File: config.mk
export PLATFORM = sky130hd
export DESIGN_NAME = segment_scroll_monitor_flat
export DESIGN_NICKNAME = d
export VERILOG_FILES = /design/src/rtl/seg_mon_pkg.sv /design/src/rtl/segment_scroll_monitor_if.sv /design/src/rtl/seg_frame_filter.sv /design/src/rtl/segment_scroll_monitor.sv /design/src/flat_wrapper.sv
export SDC_FILE = /design/constraint.sdc
export NUM_CORES = 1
export LEC_CHECK = 0
export CAP_MARGIN = 20
export CORE_ASPECT_RATIO = 1.25
export CORE_UTILIZATION = 40
export DETAILED_ROUTE_END_ITERATION = 6
export GPL_TIMING_DRIVEN = 0
export SLEW_MARGIN = 30
export SYNTH_ARGS = -nofsm -noshare
export SYNTH_HDL_FRONTEND = slang
export SYNTH_SLANG_ARGS = --single-unit
File: constraint.sdc
create_clock -name CLK_50MHz -period 3 [get_ports CLK_50MHz]
set_input_delay 0.6 -clock CLK_50MHz [delete_from_list [all_inputs] [get_ports CLK_50MHz]]
set_output_delay 0.6 -clock CLK_50MHz [all_outputs]
set_load 0.005 [all_outputs]
File: src/rtl/seg_mon_pkg.sv
// Shared 7-segment pattern constants and the pattern-to-code decoder for the marquee monitor.
// Patterns are active-low gfedcba; the marquee drivers' message tables use the same constants.
package seg_mon_pkg;

    localparam logic [6:0] SEG_BLANK    = 7'h7F;
    localparam logic [4:0] CODE_UNKNOWN = 5'd31;

    localparam logic [6:0] SEG_HEX [16] = '{
        7'h40, 7'h79, 7'h24, 7'h30, 7'h19, 7'h12, 7'h02, 7'h78,
        7'h00, 7'h10, 7'h08, 7'h03, 7'h46, 7'h21, 7'h06, 7'h0E
    };

    localparam logic [41:0] FRAME_BLANK = {6{SEG_BLANK}};

    typedef enum logic [1:0] {
        ClsNone,
        ClsRestart,
        ClsShift,
        ClsError
    } frame_class_e;

    function automatic logic [4:0] seg7_to_code(input logic [6:0] pattern);
        logic [4:0] code;
        code = CODE_UNKNOWN;
        for (int i = 0; i < 16; i++) begin
            if (pattern == SEG_HEX[i]) begin
                code = 5'(i);
            end
        end
        return code;
    endfunction

endpackage

File: src/rtl/segment_scroll_monitor_if.sv
// Segment inputs and decoded event outputs of the scroll monitor.
// The marquee/test side uses master; the monitor uses slave.
interface segment_scroll_monitor_if #(
    parameter int unsigned LEN_W = 6
);
    logic [6:0]       SEG1;
    logic [6:0]       SEG2;
    logic [6:0]       SEG3;
    logic [6:0]       SEG4;
    logic [6:0]       SEG5;
    logic [6:0]       SEG6;
    logic             char_valid;
    logic [4:0]       char_code;
    logic             msg_start;
    logic [LEN_W-1:0] msg_len;
    logic             shift_err;
    logic [15:0]      frame_cnt;

    modport master (
        output SEG1, SEG2, SEG3, SEG4, SEG5, SEG6,
        input  char_valid, char_code, msg_start, msg_len, shift_err, frame_cnt
    );

    modport slave (
        input  SEG1, SEG2, SEG3, SEG4, SEG5, SEG6,
        output char_valid, char_code, msg_start, msg_len, shift_err, frame_cnt
    );
endinterface

File: src/rtl/seg_frame_filter.sv
// Synchronizes the 42 segment bits, debounces the frame and strobes once per newly accepted frame,
// presenting the accepted frame together with the one it replaced.
module seg_frame_filter
    import seg_mon_pkg::*;
#(
    parameter int unsigned STABLE_CYCLES = 1000
) (
    input  logic        i_clk,
    input  logic        i_rst,
    input  logic [41:0] i_frame,
    output logic        o_accept,
    output logic [41:0] o_new,
    output logic [41:0] o_old
);

    localparam int unsigned CNT_W = (STABLE_CYCLES > 1) ? $clog2(STABLE_CYCLES) : 1;
    localparam logic [CNT_W-1:0] CNT_LAST = CNT_W'(STABLE_CYCLES - 1);

    logic [41:0]      r_sync1;
    logic [41:0]      r_sync2;
    logic [41:0]      r_cand;
    logic [CNT_W-1:0] r_cnt;
    logic             r_done;
    logic [41:0]      r_acc;
    logic [41:0]      r_old;
    logic             r_accept;

    always_ff @(posedge i_clk) begin
        if (i_rst) begin
            r_sync1  <= FRAME_BLANK;
            r_sync2  <= FRAME_BLANK;
            r_cand   <= FRAME_BLANK;
            r_cnt    <= '0;
            r_done   <= 1'b0;
            r_acc    <= FRAME_BLANK;
            r_old    <= FRAME_BLANK;
            r_accept <= 1'b0;
        end else begin
            r_sync1  <= i_frame;
            r_sync2  <= r_sync1;
            r_accept <= 1'b0;
            if (r_sync2 != r_cand) begin
                r_cand <= r_sync2;
                r_cnt  <= '0;
                r_done <= 1'b0;
            end else if (!r_done) begin
                if (r_cnt == CNT_LAST) begin
                    // r_done latches so a frame held indefinitely is accepted only once
                    r_done <= 1'b1;
                    if (r_cand != r_acc) begin
                        r_old    <= r_acc;
                        r_acc    <= r_cand;
                        r_accept <= 1'b1;
                    end
                end else begin
                    r_cnt <= r_cnt + 1'b1;
                end
            end
        end
    end

    assign o_accept = r_accept;
    assign o_new    = r_acc;
    assign o_old    = r_old;

endmodule

File: src/rtl/segment_scroll_monitor.sv
// Receive side of the six-digit marquee: classifies each accepted frame as scroll, restart or
// error, decodes the character entering at SEG1 and keeps message-length and frame counters.
module segment_scroll_monitor
    import seg_mon_pkg::*;
#(
    parameter int unsigned STABLE_CYCLES = 1000,
    parameter int unsigned LEN_W         = 6
) (
    input  logic                    CLK_50MHz,
    input  logic                    Res,
    segment_scroll_monitor_if.slave bus
);

    logic [41:0]  w_frame;
    logic         w_accept;
    logic [41:0]  w_new;
    logic [41:0]  w_old;
    frame_class_e w_cls;

    logic             r_char_valid;
    logic [4:0]       r_char_code;
    logic             r_msg_start;
    logic [LEN_W-1:0] r_msg_len;
    logic             r_shift_err;
    logic [15:0]      r_frame_cnt;

    assign w_frame = {bus.SEG6, bus.SEG5, bus.SEG4, bus.SEG3, bus.SEG2, bus.SEG1};

    seg_frame_filter #(
        .STABLE_CYCLES(STABLE_CYCLES)
    ) u_filter (
        .i_clk   (CLK_50MHz),
        .i_rst   (Res),
        .i_frame (w_frame),
        .o_accept(w_accept),
        .o_new   (w_new),
        .o_old   (w_old)
    );

    always_comb begin
        w_cls = ClsNone;
        if (w_accept) begin
            if (w_new[41:7] == {5{SEG_BLANK}} && w_new[6:0] != SEG_BLANK) begin
                w_cls = ClsRestart;
            end else if (w_new[41:7] == w_old[34:0]) begin
                w_cls = ClsShift;
            end else begin
                w_cls = ClsError;
            end
        end
    end

    always_ff @(posedge CLK_50MHz) begin
        if (Res) begin
            r_char_valid <= 1'b0;
            r_char_code  <= '0;
            r_msg_start  <= 1'b0;
            r_msg_len    <= '0;
            r_shift_err  <= 1'b0;
            r_frame_cnt  <= '0;
        end else begin
            r_char_valid <= 1'b0;
            r_msg_start  <= 1'b0;
            r_shift_err  <= 1'b0;
            if (w_accept && r_frame_cnt != 16'hFFFF) begin
                r_frame_cnt <= r_frame_cnt + 16'd1;
            end
            case (w_cls)
                ClsRestart: begin
                    r_msg_start  <= 1'b1;
                    r_char_valid <= 1'b1;
                    r_char_code  <= seg7_to_code(w_new[6:0]);
                    r_msg_len    <= LEN_W'(1);
                end
                ClsShift: begin
                    // a blank entering at SEG1 is the message tail scrolling out: no character
                    if (w_new[6:0] != SEG_BLANK) begin
                        r_char_valid <= 1'b1;
                        r_char_code  <= seg7_to_code(w_new[6:0]);
                        if (r_msg_len != '1) begin
                            r_msg_len <= r_msg_len + LEN_W'(1);
                        end
                    end
                end
                ClsError: r_shift_err <= 1'b1;
                default: ;
            endcase
        end
    end

    assign bus.char_valid = r_char_valid;
    assign bus.char_code  = r_char_code;
    assign bus.msg_start  = r_msg_start;
    assign bus.msg_len    = r_msg_len;
    assign bus.shift_err  = r_shift_err;
    assign bus.frame_cnt  = r_frame_cnt;

endmodule
File: src/flat_wrapper.sv
// flat-port wrapper written by rule: the top's interface ports become plain ports
module segment_scroll_monitor_flat import seg_mon_pkg::*;
#(
    parameter int unsigned STABLE_CYCLES = 1000,
    parameter int unsigned LEN_W         = 6
)
  (CLK_50MHz, Res, bus_SEG1, bus_SEG2, bus_SEG3, bus_SEG4, bus_SEG5, bus_SEG6, bus_char_valid, bus_char_code, bus_msg_start, bus_msg_len, bus_shift_err, bus_frame_cnt);
  segment_scroll_monitor_if #(.LEN_W(LEN_W)) bus_i ();
  input  logic CLK_50MHz;
  input  logic Res;
  input wire logic [$bits(bus_i.SEG1)-1:0] bus_SEG1;
  input wire logic [$bits(bus_i.SEG2)-1:0] bus_SEG2;
  input wire logic [$bits(bus_i.SEG3)-1:0] bus_SEG3;
  input wire logic [$bits(bus_i.SEG4)-1:0] bus_SEG4;
  input wire logic [$bits(bus_i.SEG5)-1:0] bus_SEG5;
  input wire logic [$bits(bus_i.SEG6)-1:0] bus_SEG6;
  output wire logic [$bits(bus_i.char_valid)-1:0] bus_char_valid;
  output wire logic [$bits(bus_i.char_code)-1:0] bus_char_code;
  output wire logic [$bits(bus_i.msg_start)-1:0] bus_msg_start;
  output wire logic [$bits(bus_i.msg_len)-1:0] bus_msg_len;
  output wire logic [$bits(bus_i.shift_err)-1:0] bus_shift_err;
  output wire logic [$bits(bus_i.frame_cnt)-1:0] bus_frame_cnt;
  assign bus_i.SEG1 = bus_SEG1;
  assign bus_i.SEG2 = bus_SEG2;
  assign bus_i.SEG3 = bus_SEG3;
  assign bus_i.SEG4 = bus_SEG4;
  assign bus_i.SEG5 = bus_SEG5;
  assign bus_i.SEG6 = bus_SEG6;
  assign bus_char_valid = bus_i.char_valid;
  assign bus_char_code = bus_i.char_code;
  assign bus_msg_start = bus_i.msg_start;
  assign bus_msg_len = bus_i.msg_len;
  assign bus_shift_err = bus_i.shift_err;
  assign bus_frame_cnt = bus_i.frame_cnt;
  segment_scroll_monitor #(.STABLE_CYCLES(STABLE_CYCLES), .LEN_W(LEN_W)) u_core (.CLK_50MHz(CLK_50MHz), .Res(Res), .bus(bus_i));
endmodule
==> results of run 1 <==
cell usage in the layout, fill, tap and decap left out, types with 7 or more instances in the layout:
master and count:
dfxtp_1 245, or2_2 131, nor2b_1 81, a211o_1 77, clkdlybuf4s50_1 72, xor2_1 71, xnor2_1 69, nor2_1 47
clkbuf_1 36, nand4_1 30, clkbuf_16 25, nand3_1 23, nand2_1 21, nor4_1 19, nor3_1 16, a21oi_1 13
buf_2 12, o21ai_0 10, buf_4 7, clkbuf_8 7
how the worst min path moves through the flow:
stage	slack [ns]	cells past startpoint	end
floorplan	0.39	1	u_core.u_filter.r_sync2[0]
global route	0.41	1	u_core.u_filter.r_sync2[1]
CTS	0.40	1	u_core.u_filter.r_sync2[14]
global placement	0.39	1	u_core.u_filter.r_sync2[6]
detailed placement	0.39	1	u_core.u_filter.r_sync2[1]
finish	0.40	1	u_core.u_filter.r_sync2[14]
layout make-up:
class	count	share of cell area (%)
buffer	54	2.165
multi-input combinational	657	38.88
sequential	245	42.21
clock inverter	6	0.5061
tap	325	3.500
timing repair buffer	72	6.203
clock buffer	36	6.343
inverter	6	0.1938
routing by layer:
| metal | vias to the layer above | routed length, microns | GRT usage (%) |
|---|---|---|---|
| met2 | 132 | 11400 | 33.75 |
| met1 | 3156 | 9491 | 20.93 |
| met4 | 0 | 689 | 6.884 |
| met5 | - | 0 | 0 |
| met3 | 40 | 630 | 2.061 |
| li1 | 3462 | - | - |
power groups by stage:
stage / sequential [uW] / clock, uW / combinational [uW]
6_report: 3360 / 3020 / 260
5_1_grt: 3360 / 3220 / 285
4_1_cts: 3360 / 3080 / 266
3_5_place_dp: 3430 / 0 / 265
3_3_place_gp: 3430 / 0 / 264
2_1_floorplan: 3420 / 0 / 155
state kept, by name (all words and copies together), names as in the netlist, 6 cells and up:
register and cells:
u_core.bus.frame_cnt 16, u_core.bus.msg_len 6, u_core.u_filter.o_new 42, u_core.u_filter.o_old 35, u_core.u_filter.r_cand 42, u_core.u_filter.r_cnt 10
u_core.u_filter.r_sync1 42, u_core.u_filter.r_sync2 42
through the flow:
step	util [%]	hold slack, ns	TNS (ns)	power, uW	setup WS [ns]
after global placement	45.59	0.3947	0	3695	0.03028
final	48.97	0.4020	0	6636	0.1133
after detailed placement	45.59	0.3923	0	3698	0.06643
after global routing	48.97	0.4142	-0.04054	6872	-0.02770
after floorplan	-	0.3895	0	3576	0.8483
after CTS	48.94	0.4014	0	6710	0.04595
cell families after synthesis:
logic type	Yosys count	synth area share, %
AOI/OAI and AO/OA	117	9.608
DFF	245	50.62
muxes	7	0.7619
xor gates and xnor gates	140	12.65
and+or+nand+nor	389	23.04
buffers and inverters	60	2.828
adders and majority gates	4	0.4907
==> metrics.cfg, run 1 <==
[timing]
finalCriticalPeriod_ns = 2.887
slew_violations = 0
slew_headroom_pct = 38.32
finalHoldViolations = 0
fin_crit_sh_pct = 96.22
setup_viol = 0
tightestPinTransition_ns = 0.9174
finalClockSkew_ns = 0.01120
max_freq_ghz = 0.3464

[pwr]
p_sw_share_pct = 20.97
seq_power_share_pct = 50.6
p_sw_uw = 1392
combPwrFrac_pct = 3.9
internal_power_uw = 5244
power_leakage_uw = 0.004123
p_clk_share_pct = 45.4
power.density_nw_per_um2 = 571.1
peakVddDrop_v = 0.0003786

[clocking]
root_buffer = clkbuf_16
clockBufferDepth = 3
cts_sinks = 245
cts_buffers = 25
clk_latency_ns = 0.51
cts_setup_buffers = 0
htree_levels = 1
cts_tree = yes
ctsHoldBuffers = 0
clk_pin_slew_ns = 0.06
cts_resized = 0

[logic_synthesis]
synth_area_leaders = dfxtp_1, or2_2, a211o_1
synth_edf_count = 0
synth_cell_types = 45
synth_top_area_share_pct = 50.62
synth_top_cells_by_count = dfxtp_1, or2_2, nor2b_1
synth_most_common_cell = dfxtp_1
synth_top_area_cell = dfxtp_1
ys.flop_type = dfxtp_1
syn_area_sq_um = 9689
yosys_register_bits = 245
synthCells = 962
syn_avg_cell_area_sq_um = 10.07
ys_warn_count = 0
synth_fp_nets = 1009
synth-seq-area-share_pct = 50.62
async_reset_ff_share_pct = 0

[grt]
antenna_found_initial = 0
grt_pass1_wl_microns = 34640
grt_pass1_vias = 6428
grt_max_degree = 14
overflow = 0
grt_use_total_pct = 18.07

[final_layout]
final_cell_area_sq_um = 11620
area_growth_pct = 19.91
regArea_sq_um = 4905
fin_nets = 1108
instances_no_fill = 1401
antenna_cells = 0
multiInputGateArea_sq_um = 4517
drive_gt1_share_pct = 18.12
fillers = 2240

[worst_setup_path]
path_max_fanout = 10
timing.rr.end = u_core.u_filter.o_new[5]
cp_data_required_time_ns = 3.39
r2r_setup_slack_ns = 0.11
crit_slowest_cell = a2111oi_2
path_depth = 9
critPathCaptureType = register
critPathKind = reg2reg
crit_path_end = u_core.u_filter.o_new[5]
critPathMaxStageDelay_ns = 0.48
rr_worst_depth = 9
timing.rr.start = u_core.u_filter.r_cand[3]
cp_top_family = simple AND/OR/NAND/NOR gates
start_kind = register
worstPathArrival_ns = 3.28
crit_chain = xnor2_1 > nand4_1 > nor4_2 > nand3_1 > a2111oi_2 > buf_4 > buf_2 > nor2_1 > a211o_1
critPathBufInv = 2
crit_path_start = u_core.u_filter.r_cand[3]

[routing]
drc = 0
routed_wirelength_microns = 22210
drt-initial-drc-count = 349
ant_nets = 0
vias_per_cell = 4.847
wl_per_cell_microns = 15.85
via_count = 6790
firstDrtPassIters = 4

[floorplan]
die_x_microns = 141.2
std_cell_rows = 63
placeableCoreArea_sq_um = 23730
die_h_microns = 176.0
ios = 74
initial_core_util_pct = 40.84
die-area_sq_um = 24850

[placed_design]
dp_hpwl_microns = 16650
gp_congestion = 0.8337
dpl_cell_area_sq_um = 10820
portBuffers = 72
place_inst = 1359

[hold_path]
hp-start = u_core.u_filter.r_sync1[14]
hp-class = reg2reg

[flow_run]
cap_viol_max_count = 0

[outcome]
outcome = completed

Power figures use the tool's default switching activity.
==> run 2, diff against run 1 <==
CORE_MARGIN = 2   (was default)
==> metrics.cfg, run 2 (same netlist as run 1, synthesis figures left out) <==
[outcome]
outcome = completed

[routing]
routed_wirelength_microns = 22540  ; +1.5%
drc = 0  ; unchanged
wl_per_cell_microns = 16.05  ; +1.3%
firstDrtPassIters = 4  ; unchanged
drt-initial-drc-count = 344  ; -1.4%
via_count = 6779  ; -0.16%
vias_per_cell = 4.828  ; -0.38%
ant_nets = 0  ; unchanged

[placed_design]
portBuffers = 72  ; unchanged
dp_hpwl_microns = 16810  ; +0.94%
gp_congestion = 0.8885  ; +6.6%
dpl_cell_area_sq_um = 10820  ; unchanged

[clocking]
cts_sinks = 245  ; unchanged
ctsHoldBuffers = 0  ; unchanged
clk_pin_slew_ns = 0.06  ; about the same
htree_levels = 1  ; unchanged
cts_setup_buffers = 0  ; unchanged
cts_buffers = 25  ; unchanged
clk_latency_ns = 0.52  ; about the same
root_buffer = clkbuf_16
cts_tree = yes
clockBufferDepth = 3  ; unchanged

[timing]
fin_crit_sh_pct = 95.08  ; -1.1 points
setup_viol = 0  ; unchanged
hold_ws_ns = 0.4002  ; -0.001767 ns
finalSetupTns_ns = 0  ; unchanged
max_freq_ghz = 0.3506  ; +1.2%
slew_violations = 0  ; unchanged
tightestPinTransition_ns = 0.9101  ; -0.007323 ns
finalClockSkew_ns = 0.009764  ; -0.001437 ns
slew_headroom_pct = 38.81  ; +0.49 points
finalCriticalPeriod_ns = 2.852  ; -0.03425 ns
finalHoldViolations = 0  ; unchanged

[grt]
antenna_found_initial = 0  ; unchanged
grt_max_degree = 16  ; +2
grt_use_total_pct = 18.00  ; -0.073 points
grt_pass1_vias = 6553  ; +1.9%
overflow = 0  ; unchanged
grt_pass1_wl_microns = 35530  ; +2.6%

[worst_setup_path]
worstPathArrival_ns = 3.26  ; -0.02 ns
critPathKind = reg2reg
critPathCaptureType = register
start_kind = register
critPathMaxStageDelay_ns = 0.43  ; -0.05 ns
path_max_fanout = 10  ; unchanged
r2r_setup_slack_ns = 0.15  ; +0.03 ns
critPathBufInv = 2  ; unchanged
crit_slowest_cell = nor4_2
crit_chain = xnor2_1 > nand4_1 > nor4_2 > nand3_1 > a2111oi_4 > buf_4 > buf_2 > nor2_1 > a211o_1
cp_data_required_time_ns = 3.40  ; about the same
cp_top_family = simple AND/OR/NAND/NOR gates

[floorplan]
ios = 74  ; unchanged
initial_core_util_pct = 40.84  ; unchanged
std_cell_rows = 63  ; unchanged
die-area_sq_um = 25490  ; +2.6%
die_h_microns = 178.0  ; +1.1%
placeableCoreArea_sq_um = 23730  ; unchanged
die_x_microns = 143.2  ; +1.4%

[final_layout]
final_cell_mix = dfxtp_1, or2_2, nor2b_1
final_cell_area_sq_um = 11660  ; +0.33%
fin_nets = 1108  ; unchanged
layout_commonest_cell = dfxtp_1
final_util_pct = 49.13  ; +0.16 points
antenna_cells = 0  ; unchanged
area_growth_pct = 20.31
drive_gt1_share_pct = 18.26  ; +0.13 points

[flow_run]
cap_viol_max_count = 0  ; unchanged

[pwr]
power_leakage_uw = 0.004117  ; -0.13%
power.density_nw_per_um2 = 576.0  ; +0.85%
peakVddDrop_v = 0.0004585  ; +21%

[hold_path]
hp-class = reg2reg

## run 2: cell types whose count changed in the layout (fill, tap and decap cells not counted), sizes merged
cell and change:
clkinvlp +4, clkbuf -2, bufinv +1
## run 2: worst paths after layout
path	start	end	depth (start not counted)
max	u_core.u_filter.r_cand[3]	u_core.u_filter.o_new[5]	9
min	u_core.u_filter.r_sync1[10]	u_core.u_filter.r_sync2[10]	1
max reg2reg	u_core.u_filter.r_cand[3]	u_core.u_filter.o_new[5]	9
min reg2reg	u_core.u_filter.r_sync1[10]	u_core.u_filter.r_sync2[10]	1
## run 2: cell type report
class / instances / area [sq um]
Buffer: 54 / 251.5
Clock buffer: 34 / 699.4
Clock inverter: 11 / 122.6
Fill cell: 2265 / 12070
Inverter: 6 / 22.52
Multi-Input combinational cell: 657 / 4529
Sequential cell: 245 / 4905
Tap cell: 325 / 406.6
Timing Repair Buffer: 72 / 720.7
## run 2: routing by layer
metal	vias to the layer above	track usage, %	share of wire [%]
li1	3476	-	-
met1	3082	21.74	42
met2	164	31.72	50
met3	57	2.443	4.1
met4	0	8.045	4.4
met5	-	0	0
## run 2: report_power, final
part / switching [uW] / total, uW / internal, uW
sequential: 38.3 / 3360 / 3320
clock: 1280 / 3090 / 1810
combinational: 119 / 264 / 144
## run 2: per-stage QoR
step	std cells	power (uW)	setup WS (ns)
after floorplan	962	3576	0.8483
after global placement	1359	3695	0.02923
after detailed placement	1359	3698	0.03152
after CTS	1404	6816	0.01213
after global routing	1404	6953	-0.02071
final	1404	6715	0.1476
## run 2: what timing repair did
action	4_1_cts	5_1_grt
setup endpoints to repair	0	76
hold endpoints to repair	0	0
gates resized for setup	0	2
